**config.mk**
```make
export PLATFORM = sky130hd
export DESIGN_NAME = seg7_byte_decoder
export DESIGN_NICKNAME = d
export VERILOG_FILES = /design/src/rtl/seg7_byte_decoder.sv
export SDC_FILE = /design/constraint.sdc
export NUM_CORES = 1
export LEC_CHECK = 0
export CAP_MARGIN = 10
export CORE_ASPECT_RATIO = 0.5
export CORE_MARGIN = 8
export CORE_UTILIZATION = 59
export CTS_BUF_LIST = sky130_fd_sc_hd__clkbuf_16
export CTS_CLUSTER_DIAMETER = 30
export DETAILED_ROUTE_END_ITERATION = 10
export PLACE_DENSITY_LB_ADDON = 0.3
export SYNTH_ARGS = -nofsm -noshare
export SYNTH_HDL_FRONTEND = slang
export SYNTH_SLANG_ARGS = --single-unit
```
**constraint.sdc**
```tcl
create_clock -name clock -period 5.3 [get_ports clock]
set_input_delay 1.06 -clock clock [delete_from_list [all_inputs] [get_ports clock]]
set_output_delay 1.06 -clock clock [all_outputs]
set_load 0.02 [all_outputs]
```
**src/rtl/seg7_byte_decoder.sv**
```systemverilog
// Recovers hex nibbles from active-low 7-segment codes and pairs them into bytes
// (first digit = high nibble) on a valid/ready output, with error and timeout tracking.
module seg7_byte_decoder #(
  parameter int TIMEOUT = 1000,
  parameter int ERR_W   = 4
) (
  input  logic             clock,
  input  logic             reset,
  input  logic [6:0]       seg_code,
  input  logic             seg_valid,
  output logic             seg_ready,
  output logic [7:0]       byte_out,
  output logic             byte_valid,
  input  logic             byte_ready,
  output logic             code_err,
  output logic             timeout_err,
  output logic [ERR_W-1:0] err_count
);

  typedef enum logic [1:0] {
    ST_EMPTY   = 2'd0,
    ST_HAVE_HI = 2'd1,
    ST_FULL    = 2'd2
  } state_t;

  localparam logic [15:0]      TMO_LAST = 16'(TIMEOUT - 1);
  localparam logic [ERR_W-1:0] ERR_MAX  = {ERR_W{1'b1}};

  // Returns {legal, nibble}; anything outside the display encoder's table is illegal.
  function automatic logic [4:0] seg_decode(input logic [6:0] code);
    logic [4:0] res;
    case (code)
      7'h40:   res = {1'b1, 4'h0};
      7'h79:   res = {1'b1, 4'h1};
      7'h24:   res = {1'b1, 4'h2};
      7'h30:   res = {1'b1, 4'h3};
      7'h19:   res = {1'b1, 4'h4};
      7'h12:   res = {1'b1, 4'h5};
      7'h02:   res = {1'b1, 4'h6};
      7'h78:   res = {1'b1, 4'h7};
      7'h00:   res = {1'b1, 4'h8};
      7'h10:   res = {1'b1, 4'h9};
      7'h08:   res = {1'b1, 4'hA};
      7'h03:   res = {1'b1, 4'hB};
      7'h46:   res = {1'b1, 4'hC};
      7'h21:   res = {1'b1, 4'hD};
      7'h06:   res = {1'b1, 4'hE};
      7'h0E:   res = {1'b1, 4'hF};
      default: res = {1'b0, 4'h0};
    endcase
    return res;
  endfunction

  state_t           r_state;
  logic [15:0]      r_timer;
  logic             r_seg_ready;
  logic [7:0]       r_byte_out;
  logic             r_byte_valid;
  logic             r_code_err;
  logic             r_timeout_err;
  logic [ERR_W-1:0] r_err_count;

  logic [4:0] w_dec;
  logic       w_legal;
  logic [3:0] w_nib;
  logic       w_accept;
  logic       w_code_err;
  logic       w_tmo;

  assign w_dec      = seg_decode(seg_code);
  assign w_legal    = w_dec[4];
  assign w_nib      = w_dec[3:0];
  assign w_accept   = seg_valid && r_seg_ready;
  assign w_code_err = w_accept && !w_legal;
  // An accepted code on the deadline cycle takes priority over the timeout.
  assign w_tmo      = (r_state == ST_HAVE_HI) && !w_accept && (r_timer == TMO_LAST);

  // Main state machine with registered handshake, data and error outputs.
  always_ff @(posedge clock) begin
    if (reset) begin
      r_state       <= ST_EMPTY;
      r_timer       <= 16'd0;
      r_seg_ready   <= 1'b1;
      r_byte_out    <= 8'h00;
      r_byte_valid  <= 1'b0;
      r_code_err    <= 1'b0;
      r_timeout_err <= 1'b0;
      r_err_count   <= {ERR_W{1'b0}};
    end else begin
      r_code_err    <= w_code_err;
      r_timeout_err <= w_tmo;
      if ((w_code_err || w_tmo) && (r_err_count != ERR_MAX)) begin
        r_err_count <= r_err_count + ERR_W'(1);
      end
      case (r_state)
        ST_EMPTY: begin
          if (w_accept && w_legal) begin
            r_byte_out[7:4] <= w_nib;
            r_timer         <= 16'd0;
            r_state         <= ST_HAVE_HI;
          end
        end
        ST_HAVE_HI: begin
          r_timer <= r_timer + 16'd1;
          if (w_accept) begin
            if (w_legal) begin
              r_byte_out[3:0] <= w_nib;
              r_byte_valid    <= 1'b1;
              r_seg_ready     <= 1'b0;
              r_state         <= ST_FULL;
            end else begin
              r_state <= ST_EMPTY;
            end
          end else if (w_tmo) begin
            r_state <= ST_EMPTY;
          end
        end
        ST_FULL: begin
          if (byte_ready) begin
            r_byte_valid <= 1'b0;
            r_seg_ready  <= 1'b1;
            r_state      <= ST_EMPTY;
          end
        end
        default: begin
          r_state      <= ST_EMPTY;
          r_seg_ready  <= 1'b1;
          r_byte_valid <= 1'b0;
        end
      endcase
    end
  end

  assign seg_ready   = r_seg_ready;
  assign byte_out    = r_byte_out;
  assign byte_valid  = r_byte_valid;
  assign code_err    = r_code_err;
  assign timeout_err = r_timeout_err;
  assign err_count   = r_err_count;

endmodule

```
==> flow_metrics.env <==
export IMPL_status="finished clean"
export IMPL_async_flop_share=0
export IMPL_finalSetupTns_ns=0
export IMPL_skew_ns=0.00545
export IMPL_r2r_end="err_count[0]$_SDFFE_PP0P_"
export IMPL_synth_seq_area_share=0.323
export IMPL_detailed_place_hpwl_mm=3.59
export IMPL_root_buffer="clkbuf_16"
export IMPL_rrSetupSlack_ns=2.75
export IMPL_end_kind="flop"
export IMPL_die_w_um=101
export IMPL_crit_required_ns=5.46
export IMPL_avgViaCountPerCell=6.24
export IMPL_wl_per_cell_um=16.5
export IMPL_die_height_um=58.3
export IMPL_cts_buffers_inserted=5
export IMPL_crit_buf_inv=1
export IMPL_synth_warnings=0
export IMPL_post_cts_resized=0
export IMPL_clock_latency_ns=0.28
export IMPL_antenna_found_initial=0
export IMPL_crit_fanout=12
export IMPL_synth_edf_count=0
export IMPL_top_layer="met4"
export IMPL_cts_hold_buf=0
export IMPL_syn_avg_cell_area_um2=8.57
export IMPL_finalSetupViolations=0
export IMPL_slowest_delay_ns=0.72
export IMPL_worstSetupPathType="input pin to flop"
export IMPL_antennaDiodeCount=0
export IMPL_htree_levels=2
export IMPL_final_max_slew_viol_count=0
export IMPL_fill_cells=291
export IMPL_wl_met2_mm=2.55
export IMPL_dieArea_um2=5860
export IMPL_port_buffers=26
export IMPL_clk_path_buf_depth=2
export IMPL_r2r_start="r_state[0]$_SDFFE_PP0P_"
export IMPL_maxCapViolCount=0
export IMPL_r2r_cells=5
export IMPL_post_route_period_util=0.635
export IMPL_max_slew_worst_pin_slew_ns=0.654
export IMPL_ios=27
export IMPL_grt_pass1_vias=1883
export IMPL_grt_first_pass_wirelength_mm=8.76
export IMPL_post_cts_buffers=0
export IMPL_met3_length_um=283
export IMPL_dr_pass1_iters=4
export IMPL_drtIter0Drc=84
export IMPL_drtAntennaViolNets=0
export IMPL_ys_top_cells_by_area="dfxtp_1, mux2i_1, nor2_1"
export IMPL_synthFlopType="dfxtp_1"
export IMPL_clock_fmax_ghz=0.297
export IMPL_path_cells="clkdlybuf4s50_1 > and2b_1 > and4_1 > nor4b_4 > nand3_2 > a32oi_2 > mux2_1"
export IMPL_gr_total_overflow=0
export IMPL_syn_num_nets=259
export IMPL_routed_wl_mm=5.24
export IMPL_dp_cells=310
export IMPL_grtUsageTotal=0.184
export IMPL_cp_slowest_cell="clkdlybuf4s50_1"
export IMPL_fin_cells=318
export IMPL_postSynthCellCount=246
export IMPL_drc=0
export IMPL_power_uw=600
export IMPL_vias=1983
export IMPL_grt_max_degree=23
export IMPL_irDropWorstVdd_uv=137
export IMPL_synth_area_leader_cell="dfxtp_1"
export IMPL_clk_pin_slew_worst_paths_ns=0.05
export IMPL_synth_cell_types=64
export IMPL_crit_family="simple AND/OR/NAND/NOR gates"
export IMPL_synth_cell_area_um2=2110
export IMPL_hold_path_class="flop to flop"
export IMPL_relSlewSlack=0.562
export IMPL_power_density_nw_per_um2=239
export IMPL_cp_start_kind="input pin"
export IMPL_period_minus_slack_ns=3.37
export IMPL_fp_row_count=15
export IMPL_wl_met1_mm=2.30
export IMPL_drive_gt1_frac=0.0899
export IMPL_hold_end="byte_valid$_SDFFE_PP0P_"
export IMPL_synth_top_area_frac=0.323
export IMPL_arrival_ns=3.53
export IMPL_nNetsFinal=279
export IMPL_place_gp_congestion=0.918
export IMPL_cts_tree="done"
export IMPL_cts_sinks=34
export IMPL_p_leak_nw=0.839
export IMPL_coreArea_um2=3430
export IMPL_hold_start="byte_valid$_SDFFE_PP0P_"
export IMPL_area_growth_pct=18.8
export IMPL_rsz0062_at_grt="false"
export IMPL_hold_violations=0
export IMPL_synth_seq_cells=34
export IMPL_start_util=0.614
export IMPL_hold_depth=2
==> Yosys cell counts, drive strengths merged (2+ instances only) <==
| library cell | n |
|---|---|
| clkbuf | 6 |
| nor2b | 5 |
| ha | 2 |
| nor2 | 27 |
| nor4 | 7 |
| o2bb2ai | 8 |
| or3 | 2 |
| inv | 8 |
| nand2b | 8 |
| a2111oi | 2 |
| nor3 | 11 |
| and2 | 4 |
| nand3b | 2 |
| a31oi | 4 |
| or3b | 2 |
| nand3 | 13 |
| mux2 | 6 |
| o32ai | 4 |
| or4 | 3 |
| nand2 | 8 |
| o21ai | 9 |
| and3 | 2 |
| dfxtp | 34 |
| nand4 | 4 |
| a311oi | 2 |
| buf | 8 |
| and3b | 2 |
| a21oi | 18 |
| nor3b | 3 |
| mux2i | 11 |
| nand4b | 3 |
==> state kept, by name, indices dropped and copies added (netlist names) <==
name         flops
code_err         1
byte_out         8
byte_valid       1
r_state          2
seg_ready        1
timeout_err      1
err_count        4
r_timer         16
==> cell families (layout without fill, tap and decap cells) <==
group | count (synthesis) | in the layout | share of synthesized area
DFF | 34 | 34 | 0.323
adders and majority gates | 2 | 2 | 0.0119
and+or+nand+nor | 111 | 111 | 0.318
xor gates and xnor gates | 1 | 1 | 0.00416
muxes | 17 | 17 | 0.0878
AOI/OAI and AO/OA | 58 | 58 | 0.203
buffers and inverters | 23 | 44 | 0.0522
==> layer usage <==
metal | GRT usage | vias up
li1 | - | 966
met1 | 0.211 | 942
met2 | 0.316 | 62
met3 | 0.0477 | 13
met4 | 0.0809 | 0
met5 | 0 | -
==> worst max-delay path by stage <==
stage                            from                         to  slack, ns  depth (start not counted)
after floorplan           seg_code[3]   byte_out[5]$_SDFFE_PP0P_       2.51                          7
after global placement    seg_code[3]  err_count[0]$_SDFFE_PP0P_       1.78                          7
after detailed placement  seg_code[3]  err_count[0]$_SDFFE_PP0P_       1.67                          7
after CTS                 seg_code[3]  err_count[0]$_SDFFE_PP0P_       1.94                          7
after global routing      seg_code[3]  err_count[3]$_SDFFE_PP0P_       1.77                          7
final                     seg_code[3]  err_count[0]$_SDFFE_PP0P_       1.93                          7
==> cell type report <==
type / count / area [um2] / share of cell area
Tap cell: 51 / 63.8 / 0.0255
Timing Repair Buffer: 27 / 268 / 0.107
Multi-Input combinational cell: 189 / 1320 / 0.526
Clock buffer: 5 / 125 / 0.0500
Inverter: 9 / 33.8 / 0.0135
Clock inverter: 3 / 16.3 / 0.00649
Sequential cell: 34 / 681 / 0.272
==> through the flow <==
stage	area (um2)	hold slack, ns	util	setup slack (ns)
2_1_floorplan	2110	0.480	-	2.51
3_3_place_gp	2360	0.461	0.688	1.78
3_5_place_dp	2360	0.454	0.688	1.67
4_1_cts	2500	0.477	0.729	1.94
5_1_grt	2500	0.510	0.729	1.77
6_report	2500	0.476	0.729	1.93
==> placed cells by master, fill, tap and decap left out, types with 3 or more instances in the layout <==
master	netlist	routed
o32ai_1	4	4
nor2b_1	5	5
nor3b_1	3	3
nand2_1	7	7
nand3_1	11	11
and2_1	3	3
clkbuf_16	0	5
nand4b_1	3	3
nor3_1	10	10
nor2_1	27	27
nor4_1	7	7
dfxtp_1	34	34
mux2_1	3	3
inv_1	8	8
a31oi_1	3	3
nand2b_1	8	8
mux2i_1	11	11
or4_1	3	3
o21ai_0	8	8
a21oi_1	16	16
o2bb2ai_1	8	8
nand4_1	4	4
clkdlybuf4s50_1	0	26
==> worst register-to-register path, delay by kind of cell (launching register included) <==
| family | cells | cell delay [ns] |
|---|---|---|
| muxes | 1 | 0.34 |
| buffers and inverters | 1 | 0.40 |
| and+or+nand+nor | 2 | 0.90 |
| AOI/OAI and AO/OA | 1 | 0.31 |
| DFF | 1 | 0.49 |
==> report_power, final <==
group | switching, mW | internal, mW | leakage, nW
combinational | 0.0352 | 0.0263 | 0.497
clock | 0.105 | 0.171 | 0.0672
sequential | 0.00355 | 0.259 | 0.275
total | 0.143 | 0.456 | 0.839
No activity file was read; power rests on OpenSTA's default activity.
